==> src/rtl/hardfloat_vector_source_if.sv <==
// Byte-stream link between the vector source and its consumer.
//   byte_valid : source -> sink, byte_data holds a character
//   byte_ready : sink -> source, byte accepted this cycle
//   byte_data  : source -> sink, ASCII character
interface hardfloat_vector_source_if;
  logic       byte_valid;
  logic       byte_ready;
  logic [7:0] byte_data;

  modport master (output byte_valid, output byte_data, input byte_ready);
  modport slave  (input byte_valid, input byte_data, output byte_ready);
endinterface

==> src/rtl/hardfloat_vector_source.sv <==
// Pseudo-random floating-point test-vector generator. Each vector is NUM_OPS
// operands of W = EXP_WIDTH + SIG_WIDTH bits, printed as lowercase hex,
// separated by spaces and terminated by a newline, on a valid/ready byte link.
//
// Ports:
//   clk, reset : clock, synchronous active-high reset
//   start      : one-cycle pulse, seeds the generator and begins a run
//   bus        : byte stream (master side: byte_valid, byte_data out; byte_ready in)
//   busy       : run in progress
//   done       : COUNT vectors emitted (held until the next start)
//   vec_count  : completed vectors in the current run
//
// Optional feature macro: HARDFLOAT_SPECIAL_VEC_EN
//   When defined, operand 0 of every vector with (vec_count mod 8) == 7 is
//   replaced by +0 / -0 / +inf / default qNaN chosen by vec_count[4:3].
//   The random sequence is unaffected.
module hardfloat_vector_source #(
  parameter int unsigned EXP_WIDTH = 8,
  parameter int unsigned SIG_WIDTH = 24,
  parameter int unsigned NUM_OPS   = 2,
  parameter logic [31:0] SEED      = 32'h1,
  parameter logic [31:0] COUNT     = 32'h0
) (
  input  logic                       clk,
  input  logic                       reset,
  input  logic                       start,
  hardfloat_vector_source_if.master  bus,
  output logic                       busy,
  output logic                       done,
  output logic [31:0]                vec_count
);

  localparam int unsigned W        = EXP_WIDTH + SIG_WIDTH;
  localparam int unsigned NIBS     = W / 4;
  localparam int unsigned NIB_W    = (NIBS > 1) ? $clog2(NIBS) : 1;
  localparam int unsigned STEPS    = (W + 31) / 32;
  localparam logic [31:0] SEED_EFF = (SEED == 32'h0) ? 32'h1 : SEED;
  localparam logic [1:0]  LAST_OP  = 2'(NUM_OPS - 1);

  // Elaboration-time parameter sanity check
  if ((W % 4) != 0 || W > 64 || NUM_OPS < 1 || NUM_OPS > 3) begin : g_param_check
    $error("hardfloat_vector_source: unsupported EXP_WIDTH/SIG_WIDTH/NUM_OPS");
  end

  typedef enum logic [2:0] {
    S_IDLE,
    S_LOAD,
    S_DIGIT,
    S_SEP,
    S_NL,
    S_DONE
  } state_e;

  state_e            state_q, state_d;
  logic [31:0]       lfsr_q, lfsr_d;
  logic [W-1:0]      operand_q, operand_d;
  logic [NIB_W-1:0]  nib_q, nib_d;
  logic [1:0]        op_idx_q, op_idx_d;
  logic [31:0]       vec_count_q, vec_count_d;
  logic              busy_q, busy_d;
  logic              done_q, done_d;
  logic              byte_valid_q, byte_valid_d;
  logic [7:0]        byte_data_q, byte_data_d;

  logic [31:0]       step1, step2, lfsr_adv;
  logic [63:0]       cat;
  logic [W-1:0]      operand_c;
  logic [NIB_W-1:0]  nib_dec;
  logic              xfer;
  logic [31:0]       vec_count_inc;

  function automatic logic [31:0] xs_step(input logic [31:0] x);
    logic [31:0] y;
    y = x ^ (x << 13);
    y = y ^ (y >> 17);
    y = y ^ (y << 5);
    return y;
  endfunction

  function automatic logic [7:0] hex_char(input logic [3:0] n);
    return (n < 4'd10) ? (8'h30 + {4'h0, n}) : (8'h57 + {4'h0, n});
  endfunction

`ifdef HARDFLOAT_SPECIAL_VEC_EN
  localparam logic [W-1:0] SIGN_BIT = W'(1) << (W - 1);
  localparam logic [W-1:0] EXP_ONES = ((W'(1) << EXP_WIDTH) - W'(1)) << (SIG_WIDTH - 1);
  localparam logic [W-1:0] QNAN_BIT = W'(1) << (SIG_WIDTH - 2);
`endif

  // Next operand: ceil(W/32) generator steps, first result most significant
  always_comb begin
    step1 = xs_step(lfsr_q);
    step2 = xs_step(step1);
    if (STEPS == 1) begin
      cat      = {32'h0, step1};
      lfsr_adv = step1;
    end else begin
      cat      = {step1, step2};
      lfsr_adv = step2;
    end
    operand_c = cat[W-1:0];
`ifdef HARDFLOAT_SPECIAL_VEC_EN
    // Steps above are still consumed, so the random stream is unchanged
    if (op_idx_q == 2'd0 && vec_count_q[2:0] == 3'b111) begin
      case (vec_count_q[4:3])
        2'd0:    operand_c = '0;
        2'd1:    operand_c = SIGN_BIT;
        2'd2:    operand_c = EXP_ONES;
        default: operand_c = EXP_ONES | QNAN_BIT;
      endcase
    end
`endif
  end

  assign xfer          = byte_valid_q & bus.byte_ready;
  assign nib_dec       = nib_q - NIB_W'(1);
  assign vec_count_inc = vec_count_q + 32'd1;

  // State and output registers
  always_ff @(posedge clk) begin
    if (reset) begin
      state_q      <= S_IDLE;
      lfsr_q       <= SEED_EFF;
      operand_q    <= '0;
      nib_q        <= '0;
      op_idx_q     <= 2'd0;
      vec_count_q  <= 32'd0;
      busy_q       <= 1'b0;
      done_q       <= 1'b0;
      byte_valid_q <= 1'b0;
      byte_data_q  <= 8'h00;
    end else begin
      state_q      <= state_d;
      lfsr_q       <= lfsr_d;
      operand_q    <= operand_d;
      nib_q        <= nib_d;
      op_idx_q     <= op_idx_d;
      vec_count_q  <= vec_count_d;
      busy_q       <= busy_d;
      done_q       <= done_d;
      byte_valid_q <= byte_valid_d;
      byte_data_q  <= byte_data_d;
    end
  end

  // Next-state and next-output logic
  always_comb begin
    state_d      = state_q;
    lfsr_d       = lfsr_q;
    operand_d    = operand_q;
    nib_d        = nib_q;
    op_idx_d     = op_idx_q;
    vec_count_d  = vec_count_q;
    busy_d       = busy_q;
    done_d       = done_q;
    byte_valid_d = byte_valid_q;
    byte_data_d  = byte_data_q;

    case (state_q)
      S_IDLE, S_DONE: begin
        if (start) begin
          lfsr_d      = SEED_EFF;
          vec_count_d = 32'd0;
          op_idx_d    = 2'd0;
          done_d      = 1'b0;
          busy_d      = 1'b1;
          state_d     = S_LOAD;
        end
      end
      S_LOAD: begin
        // Register the first digit directly so it is valid on entry to DIGIT
        operand_d    = operand_c;
        lfsr_d       = lfsr_adv;
        nib_d        = NIB_W'(NIBS - 1);
        byte_data_d  = hex_char(operand_c[W-1 -: 4]);
        byte_valid_d = 1'b1;
        state_d      = S_DIGIT;
      end
      S_DIGIT: begin
        if (xfer) begin
          if (nib_q != '0) begin
            nib_d       = nib_dec;
            byte_data_d = hex_char(4'(operand_q >> {nib_dec, 2'b00}));
          end else if (op_idx_q != LAST_OP) begin
            byte_data_d = 8'h20;
            state_d     = S_SEP;
          end else begin
            byte_data_d = 8'h0a;
            state_d     = S_NL;
          end
        end
      end
      S_SEP: begin
        if (xfer) begin
          byte_valid_d = 1'b0;
          op_idx_d     = op_idx_q + 2'd1;
          state_d      = S_LOAD;
        end
      end
      S_NL: begin
        if (xfer) begin
          byte_valid_d = 1'b0;
          op_idx_d     = 2'd0;
          vec_count_d  = vec_count_inc;
          if (COUNT != 32'h0 && vec_count_inc == COUNT) begin
            busy_d  = 1'b0;
            done_d  = 1'b1;
            state_d = S_DONE;
          end else begin
            state_d = S_LOAD;
          end
        end
      end
      default: state_d = S_IDLE;
    endcase
  end

  assign bus.byte_valid = byte_valid_q;
  assign bus.byte_data  = byte_data_q;
  assign busy           = busy_q;
  assign done           = done_q;
  assign vec_count      = vec_count_q;

endmodule

==> src/flat_wrapper.sv <==
// flat-port wrapper written by rule: the top's interface ports become plain ports
module hardfloat_vector_source_flat 
#(
  parameter int unsigned EXP_WIDTH = 8,
  parameter int unsigned SIG_WIDTH = 24,
  parameter int unsigned NUM_OPS   = 2,
  parameter logic [31:0] SEED      = 32'h1,
  parameter logic [31:0] COUNT     = 32'h0
)
  (clk, reset, start, busy, done, vec_count, bus_byte_valid, bus_byte_data, bus_byte_ready);
  hardfloat_vector_source_if bus_i ();
  input  logic clk;
  input  logic reset;
  input  logic start;
  output logic busy;
  output logic done;
  output logic [31:0] vec_count;
  output wire logic [$bits(bus_i.byte_valid)-1:0] bus_byte_valid;
  output wire logic [$bits(bus_i.byte_data)-1:0] bus_byte_data;
  input wire logic [$bits(bus_i.byte_ready)-1:0] bus_byte_ready;
  assign bus_byte_valid = bus_i.byte_valid;
  assign bus_byte_data = bus_i.byte_data;
  assign bus_i.byte_ready = bus_byte_ready;
  hardfloat_vector_source #(.EXP_WIDTH(EXP_WIDTH), .SIG_WIDTH(SIG_WIDTH), .NUM_OPS(NUM_OPS), .SEED(SEED), .COUNT(COUNT)) u_core (.clk(clk), .reset(reset), .start(start), .bus(bus_i), .busy(busy), .done(done), .vec_count(vec_count));
endmodule
==> config.mk <==
export PLATFORM = sky130hd
export DESIGN_NAME = hardfloat_vector_source_flat
export DESIGN_NICKNAME = d
export VERILOG_FILES = /design/src/rtl/hardfloat_vector_source_if.sv /design/src/rtl/hardfloat_vector_source.sv /design/src/flat_wrapper.sv
export SDC_FILE = /design/constraint.sdc
export NUM_CORES = 1
export LEC_CHECK = 0
export ABC_AREA = 1
export BUFFER_PORTS_ARGS = -buffer_cell sky130_fd_sc_hd__buf_4
export CELL_PAD_IN_SITES_DETAIL_PLACEMENT = 2
export CELL_PAD_IN_SITES_GLOBAL_PLACEMENT = 2
export CORE_MARGIN = 2
export CORE_UTILIZATION = 35
export CTS_BUF_LIST = sky130_fd_sc_hd__clkbuf_8
export CTS_CLUSTER_DIAMETER = 200
export DETAILED_ROUTE_END_ITERATION = 8
export PLACE_DENSITY_LB_ADDON = 0.2
export SKIP_LAST_GASP = 1
export SYNTH_ARGS = -nofsm -noshare
export SYNTH_HDL_FRONTEND = slang
export SYNTH_SLANG_ARGS = --single-unit
==> constraint.sdc <==
create_clock -name clk -period 2.6 [get_ports clk]
set_input_delay 0.52 -clock clk [delete_from_list [all_inputs] [get_ports clk]]
set_output_delay 0.52 -clock clk [all_outputs]
set_load 0.02 [all_outputs]
Word-level counts from Yosys, hierarchy flattened. Index checks and enable logic that the tools add are counted.

Output and inout bits: 43. Memories kept: 0. ROM bits: 0. Bits in writable memories: 0. Latch bits: 0. Register bits: 114.

Eq/ne operators: 13. $add $sub $neg: 7. Divide/modulo/power cells: 0. Magnitude comparators: 2. Shifts and indexed selects: 1. Bitwise operators: 4. Reduce and logical (&&, ||, !) cells: 17. Multipliers: 0. Multiplexer cells: 26.

Operators by type and width (count): 32-bit case mux with 2 select lines (2); 32-bit two-way mux (3); 32-bit bitwise XOR (2); 32-bit by 1-bit adder with 32-bit output (second input constant) (1); 8-bit two-way mux (4); 32-bit by 5-bit >> shifter with 4-bit output (1); 32-bit by 15-bit bitwise XOR with 32-bit output (1); 3-bit two-way mux (7); 7-bit by 4-bit adder with 8-bit output (first input constant) (2); 8-bit case mux with 2 select lines (1); 6-bit by 4-bit adder with 7-bit output (first input constant) (2); 2-bit by 1-bit inequality test with 1-bit output (second input constant) (6); 3-bit case mux with 4 select lines (1); 4-bit less-than comparator (second input constant) (2); 2-bit AND reduction (4); 4-bit AND reduction (2); 2-bit nonzero test (4); 3-bit by 2-bit equality test with 1-bit output (second input constant) (2); 3-bit equality test (second input constant) (2); 2-bit two-way mux (3); 6-bit two-way mux (1); 2-bit case mux with 3 select lines (1); 3-bit case mux with 2 select lines (1); 3-bit AND reduction (2); other kinds (10) (13).

Depth between registers and ports, before layout.
Word-level depth: 7. Mapped depth: 15. Mapped depth without buffers: 14.

Worst setup path after synthesis. No wires, ideal clock.

Path kind: register to register. Start: reg u_core.nib_q[0]. End: reg u_core.byte_data_q[2] (netlist: u_core.bus.byte_data[2]). Buffers on the path: 2. Cell stages (with the launch flop): 16. Period minus slack after synthesis: 2087 ps. Setup slack: 513 ps. Required time: 2530 ps. Setup time: 70 ps. Arrival time: 2018 ps. Cells stage by stage: dfxtp_1 > inv_1 > buf_2 > ha_1 > buf_2 > nor2_1 > o21ai_0 > nand2_1 > nand2_1 > nand2_1 > inv_1 > ha_1 > nand3b_1 > nand4_1 > nand2_1 > a21oi_1.

Cells in the longest elaborated chain, start to end: 7. Elaborated cells on any way between the ends: 10.

RTL lines: start, declared (RTL line hardfloat_vector_source.sv:57) `logic [NIB_W-1:0] nib_q, nib_d;`; start signal, assigned (RTL line hardfloat_vector_source.sv:136) `nib_q <= nib_d;`; 3-bit by 1-bit subtractor with 3-bit output (RTL line hardfloat_vector_source.sv:116) `assign nib_dec = nib_q - NIB_W'(1);`; 32-bit by 5-bit >> shifter with 4-bit output (RTL line hardfloat_vector_source.sv:183) `byte_data_d = hex_char(4'(operand_q >> {nib_dec, 2'b00}));`; 7-bit by 4-bit adder with 8-bit output, or another cell as far along (RTL line hardfloat_vector_source.sv:81) `return (n < 4'd10) ? (8'h30 + {4'h0, n}) : (8'h57 + {4'h0, n});`; 8-bit two-way mux (RTL line hardfloat_vector_source.sv:81); 8-bit two-way mux (*) (RTL line hardfloat_vector_source.sv:181) `if (nib_q != '0) begin`; 8-bit two-way mux (*) (RTL line hardfloat_vector_source.sv:180) `if (xfer) begin`; 8-bit case mux with 2 select lines (*) (RTL line hardfloat_vector_source.sv:159) `case (state_q)`; end signal, assigned (RTL line hardfloat_vector_source.sv:142) `byte_data_q <= byte_data_d;`; end, declared (RTL line hardfloat_vector_source.sv:63) `logic [7:0] byte_data_q, byte_data_d;`.

Mark *: on every way between the ends. The rest lies on a longest branch, timed or not. The select of a mux whose other input is x is not followed. A chain may end at the register's enable or synchronous reset.

Final worst setup path.
Start: reg u_core.lfsr_q[15]. End: reg u_core.byte_data_q[1] (netlist: u_core.bus.byte_data[1]).

Cells in the longest elaborated chain, start to end: 6. Elaborated cells on any way between the ends: 8.

RTL lines: start, declared (RTL line hardfloat_vector_source.sv:55) `logic [31:0] lfsr_q, lfsr_d;`; start signal, assigned (RTL line hardfloat_vector_source.sv:134) `lfsr_q <= lfsr_d;`; 32-bit bitwise XOR (*) (RTL line hardfloat_vector_source.sv:74) `y = x ^ (x << 13);`; 32-bit by 15-bit bitwise XOR with 32-bit output (*) (RTL line hardfloat_vector_source.sv:75) `y = y ^ (y >> 17);`; 32-bit bitwise XOR (*) (RTL line hardfloat_vector_source.sv:76) `y = y ^ (y << 5);`; 7-bit by 4-bit adder with 8-bit output, or another cell as far along (RTL line hardfloat_vector_source.sv:81); 8-bit two-way mux (*) (RTL line hardfloat_vector_source.sv:81); 8-bit case mux with 2 select lines (*) (RTL line hardfloat_vector_source.sv:159).

Mark *: on every way between the ends. The rest lies on a longest branch, timed or not.

==> flow_summary.json <==
{
  "ir_drop_mv": 0.402,
  "avgViaCountPerCell": 5.23,
  "required_ps": 2990,
  "utilization_pct": 41.7,
  "maxCapViolations": 0,
  "power_density_nw_per_um2": 1080,
  "htreeDepth": 4,
  "rows": 47,
  "worstSetupEndpointType": "flop",
  "rr_startpoint": "u_core.lfsr_q[15]$_SDFFE_PP0P_",
  "ant_nets": 0,
  "yosys.area_share.adder_pct": 1.26,
  "synth_area_um2": 5940,
  "cts_buffers": 17,
  "clockBufferDepth": 2,
  "period_minus_slack_ps": 2270,
  "finClkSkew_ps": 12.3,
  "synthSimpleGateAreaFrac_pct": 29.9,
  "drc_errors": 0,
  "clock_latency_ps": 450,
  "grtUsageMet3_pct": 5.25,
  "antenna_found_initial": 0,
  "tns_ps": 0,
  "cp_data_arrival_time_ps": 2660,
  "io_buffers": 44,
  "first_global_vias": 6395,
  "gp_congestion": 0.848,
  "fin_crit_sh_pct": 87.3,
  "synth_compound_area_share_pct": 17.2,
  "die-area_um2": 18000,
  "drt_iter0_markers": 244,
  "ys_seq_elements": 113,
  "cpMostUsedCell": "nor2_1",
  "firstDrtPassIters": 4,
  "critical_path_class": "flop to flop",
  "clockRootBuffer": "clkbuf_8",
  "crit_path_max_incr_delay_ps": 570,
  "synth-main-ff-cell": "dfxtp_1",
  "synth.largest_area_cell": "dfxtp_1",
  "post-place-ws_ps": 367,
  "ys_types": 45,
  "synthMuxAreaShare_pct": 0,
  "setup_viol": 0,
  "cp_slowest_cell": "xor2_1",
  "syn_to_final_growth_pct": 16.5,
  "hold_path_class": "input pin to flop",
  "rsz0062_at_grt": "false",
  "outcome": "complete, no violations",
  "fmax_ghz": 0.440,
  "grt_usage_pct": 23.5,
  "hp-start": "bus_byte_ready",
  "p_leak_uw": 0.00267,
  "cts_resized": 0,
  "initial_utilization_pct": 35.8,
  "final-hold-violation-count": 0,
  "die_x_um": 134,
  "use_met2_pct": 39.0,
  "worst_r2r_endpoint": "u_core.bus.byte_data[1]$_SDFFE_PP0P_",
  "grt_use_met1_pct": 30.9,
  "synth_top_family_by_area": "simple AND/OR/NAND/NOR gates",
  "grt-busiest-layer": "met2",
  "path_cells": "xnor2_1 -> xor2_1 -> inv_1 -> ha_1 -> nand3b_1 -> a21oi_1 -> nor2_1 -> nor2_1",
  "synthXorXnorAreaFrac_pct": 5.16,
  "grt_max_degree": 80,
  "core_area_um2": 16600,
  "avgSynthCellArea_um2": 6.88,
  "nFillCells": 1972,
  "vias": 5967,
  "drv_slew": 0,
  "detail_route.wirelength_mm": 20.2,
  "synth-seq-area-share_pct": 38.1,
  "overflow": 0,
  "yosysWarnings": 0,
  "drive_above_1_share_pct": 13.1,
  "cp-start-kind": "flop",
  "n_antenna_cell": 0,
  "synthTopCellsByArea": "dfxtp_1, nand2_1, a21oi_1",
  "wire_per_inst_um": 17.7,
  "cts_tree": "built",
  "total_power_uw": 7460,
  "post_cts_buffers": 0,
  "crit_fanout": 3,
  "hold_end": "u_core.bus.byte_valid$_SDFFE_PP0P_",
  "hold_path_depth": 4,
  "ctsHoldBuffers": 0,
  "grt_pass1_wl_mm": 33.6,
  "num-nets-final": 920,
  "clock-sinks": 113,
  "synth_cells": 863,
  "synth_edf_count": 0,
  "reg2reg_depth": 8,
  "ys_async_sr_fraction_pct": 0,
  "r2r_slack_ps": 330,
  "synth_top_area_share_pct": 38.1,
  "clkSlewWorstSetupHoldPaths_ps": 70,
  "io_pins": 47,
  "max_slew.worst_pin.slew_ps": 859,
  "fin_ws_ps": 329,
  "dp_hpwl_mm": 14.9,
  "relSlewSlack_pct": 42.7,
  "die_y_um": 134
}
[per-layer routing]
metal  share of wire, %  vias to the layer above  routed length, um
met5                  0                        -                  0
met2                 49                       77               9870
met3                3.4                       15                696
li1                   -                     2918                  -
met4                1.1                        0                230
met1                 47                     2957               9450
[report_power, final]
| group | internal [uW] | leakage, uW | switching, uW |
|---|---|---|---|
| Combinational | 1040 | 0.00155 | 2320 |
| Clock | 1040 | 0.000206 | 799 |
| Sequential | 2030 | 0.000916 | 232 |
| Total | 4110 | 0.00267 | 3350 |
[critical path: cells and delay by family (launching register included)]
family          cells  cell delay [ps]
flops               1              340
xor+xnor            2              860
simple gates        3              310
fa+ha+maj           1              300
buf+inv             1              160
compound gates      1              230
[stage by stage]
step	area [um^2]	std cells	hold WS, ps
floorplan	5940	864	433
global placement	6490	1111	448
detailed placement	6490	1111	461
CTS	6920	1142	336
global route	6920	1142	349
finish	6920	1142	367
[cell usage in the layout (no fill, tap or decap), types with 18 or more instances in the layout]
cell,instances
nand3_1,42
buf_4,56
o21ai_0,43
dfxtp_1,113
nand2_1,228
inv_1,86
nor2_1,60
a21oi_1,114
xnor2_1,18
[cell usage after synthesis (3+ instances only)]
cell type and n:
o21a_1 3, nand3b_1 5, ha_1 6, or2_2 8
clkbuf_1 14, nor2_1 61, buf_4 6, o21ai_1 9
dfxtp_1 113, buf_2 7, nand2_2 4, xor2_1 17
nand4_1 16, a21o_1 8, nor3_1 13, nand2_1 228
a21oi_1 114, inv_1 85, nor3_2 3, inv_2 6
a211oi_1 5, xnor2_1 18, nand3_1 42, o21ai_0 43
nor4_1 3, nor2_2 3
[flip-flops by register name, indices dropped and copies added, names as in the netlist]
signal / flops
u_core.lfsr_q: 32
u_core.operand_q: 32
u_core.vec_count: 32
u_core.bus.byte_data: 7
u_core.nib_q: 3
u_core.state_q: 3
u_core.op_idx_q: 2
u_core.bus.byte_valid: 1
u_core.busy: 1
[cell type report]
type | count | area [um^2] | area share, %
inverter | 92 | 348 | 5.03
sequential | 113 | 2260 | 32.7
clock inverter | 14 | 190 | 2.75
timing repair buffer | 56 | 420 | 6.08
multi-input combinational | 630 | 3190 | 46.1
tap | 220 | 275 | 3.98
clock buffer | 17 | 234 | 3.38
[worst max path at each step]
stage / from / end / slack [ps] / cells after the start
finish: u_core.lfsr_q[15]$_SDFFE_PP0P_ / u_core.bus.byte_data[1]$_SDFFE_PP0P_ / 330 / 8
global route: u_core.nib_q[0]$_SDFFE_PP0P_ / u_core.bus.byte_data[2]$_SDFFE_PP0P_ / 100 / 14
global placement: u_core.nib_q[0]$_SDFFE_PP0P_ / u_core.bus.byte_data[2]$_SDFFE_PP0P_ / 530 / 14
CTS: u_core.nib_q[0]$_SDFFE_PP0P_ / u_core.bus.byte_data[2]$_SDFFE_PP0P_ / 330 / 14
floorplan: u_core.nib_q[0]$_SDFFE_PP0P_ / u_core.bus.byte_data[2]$_SDFFE_PP0P_ / 510 / 15
detailed placement: u_core.nib_q[0]$_SDFFE_PP0P_ / u_core.bus.byte_data[2]$_SDFFE_PP0P_ / 370 / 14
[cells by family (layout without fill, tap and decap cells)]
family | Yosys count | count (layout)
and+or+nand+nor | 397 | 397
AOI/OAI and AO/OA | 190 | 190
buffers and inverters | 121 | 179
DFF | 113 | 113
xor gates and xnor gates | 35 | 35
adders and majority gates | 6 | 6
other | 1 | 2
Power figures use the tool's default switching activity.
